===== src/rtl/fifo_byte_unpacker.sv =====
// Pops WIDTH-bit words from a FIFO (FWFT or registered-read) and streams them out byte by byte.
// Build option: define FIFO_UNPACK_MSB_FIRST_EN to emit the most significant byte first.
module fifo_byte_unpacker #(
  parameter int WIDTH = 32,
  parameter bit FWFT  = 1'b1
) (
  input  logic             clk,
  input  logic             rst,
  input  logic             fifo_empty,
  output logic             fifo_rd,
  input  logic [WIDTH-1:0] fifo_dout,
  input  logic             fifo_dvld,
  output logic [7:0]       m_data,
  output logic             m_valid,
  input  logic             m_ready,
  output logic             m_last,
  output logic             busy
);

  localparam int NBYTES = WIDTH / 8;
  localparam int BIDX_W = (NBYTES > 1) ? $clog2(NBYTES) : 1;
  localparam logic [BIDX_W-1:0] LAST_IDX = BIDX_W'(NBYTES - 1);

  if ((WIDTH % 8) != 0 || WIDTH < 8) begin : g_width_chk
    $error("fifo_byte_unpacker: WIDTH must be a non-zero multiple of 8");
  end

  typedef enum logic [1:0] {
    IDLE  = 2'd0,
    WAIT  = 2'd1,
    SHIFT = 2'd2
  } state_t;

  state_t            state;
  logic [WIDTH-1:0]  wbuf;
  logic [BIDX_W-1:0] bidx;
  logic              xfer;
  logic              last_byte;
  logic              pop_ok;
  logic [7:0]        byte_sel;

  assign m_valid   = (state == SHIFT);
  assign xfer      = m_valid && m_ready;
  assign last_byte = (bidx == LAST_IDX);

  // WAIT is excluded here, so a registered-read FIFO never sees a second pop while data is in flight.
  assign pop_ok  = rst && !fifo_empty &&
                   ((state == IDLE) || ((state == SHIFT) && last_byte && xfer));
  assign fifo_rd = pop_ok;

  always_comb begin
    byte_sel = '0;
    for (int i = 0; i < NBYTES; i++) begin
      if (bidx == BIDX_W'(i)) begin
`ifdef FIFO_UNPACK_MSB_FIRST_EN
        byte_sel = wbuf[WIDTH-1-8*i -: 8];
`else
        byte_sel = wbuf[8*i +: 8];
`endif
      end
    end
  end

  assign m_data = byte_sel;
  assign m_last = m_valid && last_byte;
  assign busy   = (state != IDLE);

  always_ff @(posedge clk or negedge rst) begin
    if (!rst) begin
      state <= IDLE;
      wbuf  <= '0;
      bidx  <= '0;
    end else begin
      case (state)
        IDLE: begin
          if (pop_ok) begin
            if (FWFT) begin
              wbuf  <= fifo_dout;
              bidx  <= '0;
              state <= SHIFT;
            end else begin
              state <= WAIT;
            end
          end
        end
        WAIT: begin
          if (fifo_dvld) begin
            wbuf  <= fifo_dout;
            bidx  <= '0;
            state <= SHIFT;
          end
        end
        SHIFT: begin
          if (xfer) begin
            if (!last_byte) begin
              bidx <= bidx + 1'b1;
            end else if (pop_ok) begin
              if (FWFT) begin
                wbuf <= fifo_dout;
                bidx <= '0;
              end else begin
                state <= WAIT;
              end
            end else begin
              state <= IDLE;
            end
          end
        end
        default: state <= IDLE;
      endcase
    end
  end

endmodule

===== config.mk =====
export PLATFORM = sky130hd
export DESIGN_NAME = fifo_byte_unpacker
export DESIGN_NICKNAME = d
export VERILOG_FILES = /design/src/rtl/fifo_byte_unpacker.sv
export SDC_FILE = /design/constraint.sdc
export NUM_CORES = 1
export LEC_CHECK = 0
export BUFFER_PORTS_ARGS = -buffer_cell sky130_fd_sc_hd__buf_4
export CAP_MARGIN = 25
export CELL_PAD_IN_SITES_DETAIL_PLACEMENT = 1
export CELL_PAD_IN_SITES_GLOBAL_PLACEMENT = 2
export CORE_MARGIN = 2
export CORE_UTILIZATION = 29
export CTS_CLUSTER_DIAMETER = 100
export DETAILED_ROUTE_END_ITERATION = 10
export GPL_ROUTABILITY_DRIVEN = 0
export PLACE_DENSITY_LB_ADDON = 0.1
export SLEW_MARGIN = 20
export SYNTH_ARGS = -nofsm -noshare
export SYNTH_HDL_FRONTEND = slang
export SYNTH_SLANG_ARGS = --single-unit

===== constraint.sdc =====
create_clock -name clk -period 1.7 [get_ports clk]
set_clock_uncertainty 0.05 [all_clocks]
set_input_delay 0 -clock clk [delete_from_list [all_inputs] [get_ports clk]]
set_output_delay 0 -clock clk [all_outputs]
set_load 0.03 [all_outputs]

==> results of run 1 <==
cell type report:
type	instances	share of cell area, %
clock buffer	5	2.24
clock inverter	3	1.43
inverter	4	0.694
multi-input combinational	77	32.1
sequential	35	28.6
tap	72	2.94
timing repair buffer	100	32.0
logic make-up after synthesis:
group	Yosys count	share of synthesized area, %
DFF	35	54.0
and+or+nand+nor	13	4.48
AOI/OAI and AO/OA	27	11.4
adders and majority gates	4	3.09
buffers and inverters	11	4.17
muxes	33	22.8
synthesized netlist by cell type:
cell type and n:
a21oi_1 7, nor2b_1 1, nand3b_1 1, clkinv_1 1, inv_1 3, mux2_1 5
a22oi_1 7, mux2_2 27, o21ai_0 1, a21oi_4 1, buf_6 3, nor2_1 1
nand2_1 4, dfrtp_1 35, a32o_1 2, a31oi_1 1, buf_4 1, and2_1 1
or3b_2 1, clkbuf_1 3, nand2_2 1, mux2i_1 1, o22ai_1 8, ha_1 4
nand2b_1 3
state kept, by name, summed over array words and instances, names as in the netlist:
register	flops
bidx	2
wbuf	32
state	1
stage by stage:
| stage | util, % | total power (uW) |
|---|---|---|
| floorplan | - | 3040 |
| global placement | 38.8 | 3800 |
| detailed placement | 38.8 | 3890 |
| CTS | 50.5 | 5260 |
| global route | 56.4 | 6220 |
| finish | 56.4 | 5890 |
repair_timing:
action	CTS	global route
pin swaps	13	6
gates cloned	0	3
hold endpoints to repair	67	0
gates resized for setup	41	41
setup buffers	4	7
setup endpoints to repair	41	41
hold buffers	33	0
layer usage:
layer  share of wire, %  wire length (microns)  GRT usage (%)  up-vias
met5                  0                      0              0        -
met4               0.87                     44           4.21        0
met3                4.0                    202           3.41        6
met2                 50                   2560           26.8       38
met1                 45                   2260           20.5      696
li1                   -                      -              -      649
worst max-delay path: stages, from the launching register on:
cell	delay (ns)
dfrtp_2	0.49
inv_4	0.11
ha_4	0.14
nor2b_4	0.28
a22oi_2	0.10
a21oi_2	0.18
buf_6	0.15
worst paths after layout:
path                               start        end  slack [ns]
worst max-delay path             bidx[1]  m_data[7]       -0.08
worst min-delay path             m_ready   state[1]      -0.001
worst max register to register   bidx[1]   wbuf[11]       -0.01
worst min register to register  wbuf[28]   wbuf[28]        0.47
max in group asynchronous            rst    bidx[1]        1.00
min in group asynchronous            rst   wbuf[22]        0.26
power by group through the flow:
stage               combinational, uW  clock (uW)  sequential (uW)
CTS                              2900         774             1580
global route                     3740         816             1660
detailed placement               2370           0             1520
global placement                 2310           0             1500
finish                           3530         752             1610
floorplan                        1580           0             1460
==> results_dict.tcl, run 1 <==
set metrics [dict create \
    outcome "complete, but fails checks" \
    violations "hold timing, setup timing" \
    finalSetupTns_ns -0.544 \
    sw_frac_of_total_pct 38.3 \
    whs_ns -0.00132 \
    vias 1389 \
    stdcell_count 296 \
    comb_power_share_pct 59.9 \
    ioPinCount 49 \
    dieArea_sq_um 6210 \
    die_h_microns 78.8 \
    drc 0 \
    hold_path_class "input port to register" \
    first_iter_violations 28 \
    min_period_over_period_pct 105 \
    setup_viol 17 \
    clk_pin_slew_ns 0.07 \
    power_frac_clock_pct 12.8 \
    seq_area_sq_um 878 \
    crit_required_ns 1.65 \
    hold_violations 1 \
    yosysTopAreaCell "dfrtp_1" \
    layout.nets 264 \
    p_leak_uw 0.00136 \
    antenna_found_initial 0 \
    tritoncts "done" \
    drv_cap 0 \
    clock-sinks 35 \
    fill_cells 546 \
    rows 27 \
    fin_ws_ns -0.0816 \
    startpoint_type "register" \
    p_seq_share_pct 27.3 \
    grt_pass1_wl_microns 7430 \
    syn_inst 123 \
    synth_nets 164 \
    die_width_microns 78.8 \
    dp_hpwl_microns 3050 \
    gr-total-overflow 0 \
    io_buffers 47 \
    grt_start_max_net_pins 36 \
    synthDistinctLibCells 25 \
    place_area_sq_um 2110 \
    finalInstanceArea_sq_um 3070 \
    worstMarginPinSlew_ns 0.461 \
    irDropWorstVdd_uv 1000 \
    reg2reg_depth 6 \
    ys_warn_count 0 \
    drive_gt1_share_pct 63.4 \
    routedWlPerCell_microns 17.1 \
    period_minus_slack_ns 1.78 \
    htree_levels 2 \
    relSlewSlack_pct 69.3 \
    detail-route-antenna-nets 0 \
    arrival_ns 1.73 \
    clk_path_buf_depth 2 \
    syn_avg_cell_area_sq_um 13.2 \
    num_antenna_cells 0 \
    slew_violations 0 \
    coreArea_sq_um 5440 \
    p_int_uw 3630 \
    grt_setup_unrepaired "yes" \
    grt_pass1_vias 1458 \
    ys_seq_area_share_pct 54.0 \
    endpoint_kind "output pin" \
    synthTopCellsByArea "dfrtp_1 (54%), mux2_2 (19%), mux2_1 (3.5%)" \
    max_freq_ghz 0.561 \
    wl_microns 5060 \
    pre_cts_slack_ns -0.113 \
    final_cell_mix "buf_4 (49), dlygate4sd3_1 (33), dfrtp_1 (33)" \
    start_util_pct 29.8 \
    p_per_area_nw_per_um2 1920 \
    areaGrowthSynthToFinish_pct 89.1 \
    synth_top_area_share_pct 54.0 \
    critical_path_class "register to output pin" \
    ys_ff_latch 35 \
    cts_root_buffer "clkbuf_8" \
    switchingPower_uw 2250 \
    multi_input_area_sq_um 983 \
    dpl.cell_count 241 \
    mostFrequentLayoutCell "buf_4" \
    firstDrtPassIters 4 \
    worstHoldPathCells 4 \
    cts_inserted_buffers 5 \
    grtUsageTotal_pct 15.8 \
    vias_per_cell 4.69 \
    clk_latency_ns 0.28 \
    syn_area_sq_um 1620 \
    worst-path-max-fanout 7 \
]
Power figures use the tool's default switching activity.
==> run 2: changes to the inputs <==
--- a/config.mk
+++ b/config.mk
@@ -14,8 +14,9 @@
 export CTS_CLUSTER_DIAMETER = 100
 export DETAILED_ROUTE_END_ITERATION = 10
 export GPL_ROUTABILITY_DRIVEN = 0
-export PLACE_DENSITY_LB_ADDON = 0.1
+export PLACE_DENSITY = 0.76
 export SLEW_MARGIN = 20
 export SYNTH_ARGS = -nofsm -noshare
 export SYNTH_HDL_FRONTEND = slang
 export SYNTH_SLANG_ARGS = --single-unit
+export TNS_END_PERCENT = 20
==> run 2 against run 1 <==
Total power down 14%. Largest cell class is now registers. Sequential power barely moved. Worst setup slack improved by 0.030 ns. The flow finishes with violations (setup timing). Largest power group unchanged. Non-clock buffer count down 8. Combinational power shrank 18%. Count of clock-buffer cells in the layout rose by 2. Die area stayed put. Critical path depth is 1 higher. Sequential share of layout area is 3.3 points higher.
==> results_dict.tcl, run 2 (synthesis results as in run 1) <==
set metrics [dict create \
    largest_register_ffs 32 \
    grt_pass1_vias 1580 \
    layout.nets 256 \
    finalSetupTns_ns -0.322 \
    routedWlPerCell_microns 16.1 \
    clock-sinks 35 \
    reg2reg_depth 5 \
    arrival_ns 1.70 \
    coreArea_sq_um 5440 \
    die_width_microns 78.8 \
    finalInstanceArea_sq_um 2750 \
    drive_gt1_share_pct 58.3 \
    die_h_microns 78.8 \
    critical_path_class "register to output pin" \
    num_antenna_cells 0 \
    areaGrowthSynthToFinish_pct 69.4 \
    slew_violations 0 \
    largest-register "wbuf" \
    clk_pin_slew_ns 0.07 \
    rows 27 \
    power.total_uw 5090 \
    worstPathCellList "buf_6 > ha_4 > buf_6 > nand2b_4 > o22ai_2 > a21oi_2 > buf_6" \
    startpoint_type "register" \
    dp_hpwl_microns 3150 \
    p_per_area_nw_per_um2 1850 \
    period_minus_slack_ns 1.75 \
    wl_microns 4640 \
    ioPinCount 49 \
    clk_latency_ns 0.29 \
    path_common_cell "buf_6" \
    cts_inserted_buffers 5 \
    relSlewSlack_pct 69.2 \
    detail-route-antenna-nets 0 \
    pre_cts_slack_ns 0.0145 \
    slowest_stage "dfrtp_2" \
    path_buf_inv 3 \
    drc 0 \
    htree_levels 2 \
    antenna_found_initial 0 \
    vias_per_cell 4.62 \
    gr-total-overflow 0 \
    hold_violations 0 \
    cpPeakStageDelay_ns 0.46 \
    setup_viol 8 \
    max_freq_ghz 0.571 \
    violations "setup timing" \
    tritoncts "done" \
    largestRegisters "wbuf (32), bidx (2), state (1)" \
    final_cell_mix "buf_4 (47), dlygate4sd3_1 (34), dfrtp_1 (33)" \
    hold_path_class "input port to register" \
    io_buffers 47 \
    critPathTopFamily "flip-flops" \
    dpl.cell_count 242 \
    endpoint_kind "output pin" \
    stdcell_count 288 \
    worstHoldPathCells 3 \
    worstMarginPinSlew_ns 0.462 \
    worst-path-max-fanout 7 \
    dieArea_sq_um 6210 \
    first_iter_violations 27 \
    vias 1331 \
    grt_setup_unrepaired "yes" \
    crit_required_ns 1.65 \
    grt_pass1_wl_microns 7800 \
    mostFrequentLayoutCell "buf_4" \
    cp.depth 7 \
    irDropWorstVdd_uv 1540 \
    p_leak_uw 0.00118 \
    firstDrtPassIters 4 \
    fin_ws_ns -0.0519 \
    cts_root_buffer "clkbuf_8" \
    clk_path_buf_depth 2 \
    place_area_sq_um 2080 \
    min_period_over_period_pct 103 \
    grt_start_max_net_pins 36 \
    drv_cap 0 \
    start_util_pct 29.8 \
    grtUsageTotal_pct 16.4 \
    outcome "complete, but fails checks" \
]
-- run 2: worst paths after layout --
check                           slack [ns]   endpoint       start
worst max register to register        0.09    wbuf[5]     bidx[1]
worst min register to register        0.44   wbuf[11]    wbuf[11]
max in group asynchronous             0.98    bidx[0]         rst
worst min-delay path                  0.07   state[1]  fifo_empty
worst max-delay path                 -0.05  m_data[6]     bidx[1]
min in group asynchronous             0.27   wbuf[26]         rst
-- run 2: final cells by class --
| class | count | area [sq um] |
|---|---|---|
| clock buffer | 7 | 76.3 |
| tap | 72 | 90.1 |
| multi-input combinational | 77 | 847 |
| timing repair buffer | 92 | 826 |
| inverter | 4 | 25.0 |
| clock inverter | 1 | 5.00 |
| fill | 534 | 2690 |
| sequential | 35 | 878 |
-- run 2: metal layers --
metal / global-route usage (%) / routed length [microns] / part of all wire (%)
met1: 19.1 / 1890 / 41
met3: 4.20 / 176 / 3.8
met5: 0 / 0 / 0
met2: 30.4 / 2540 / 55
met4: 2.63 / 36 / 0.78
-- run 2: metrics by stage --
step | hold slack (ns) | util (%)
final | 0.0742 | 50.5
after global placement | 0.0257 | 38.3
after floorplan | -0.346 | -
after global routing | 0.0962 | 50.5
after detailed placement | 0.0449 | 38.3
after CTS | 0.0741 | 50.4
-- run 2: worst min-delay path, stage by stage --
cell and delay, ns:
buf_4 0.08, nand2b_1 0.22, nand2_1 0.08
-- run 2: where the power goes --
part           internal [uW]  total [uW]  switching, uW
registers               1260        1610            347
clock network            287         580            292
logic                   1460        2900           1440
total                   3010        5090           2080
-- run 2: repair_timing --
action	CTS	global route
setup buffers	4	0
gates resized for setup	50	2
hold buffers	34	0
endpoints found under the setup margin	8	8
endpoints found under the hold margin	68	0
gates cloned	0	0
pin swaps	14	1
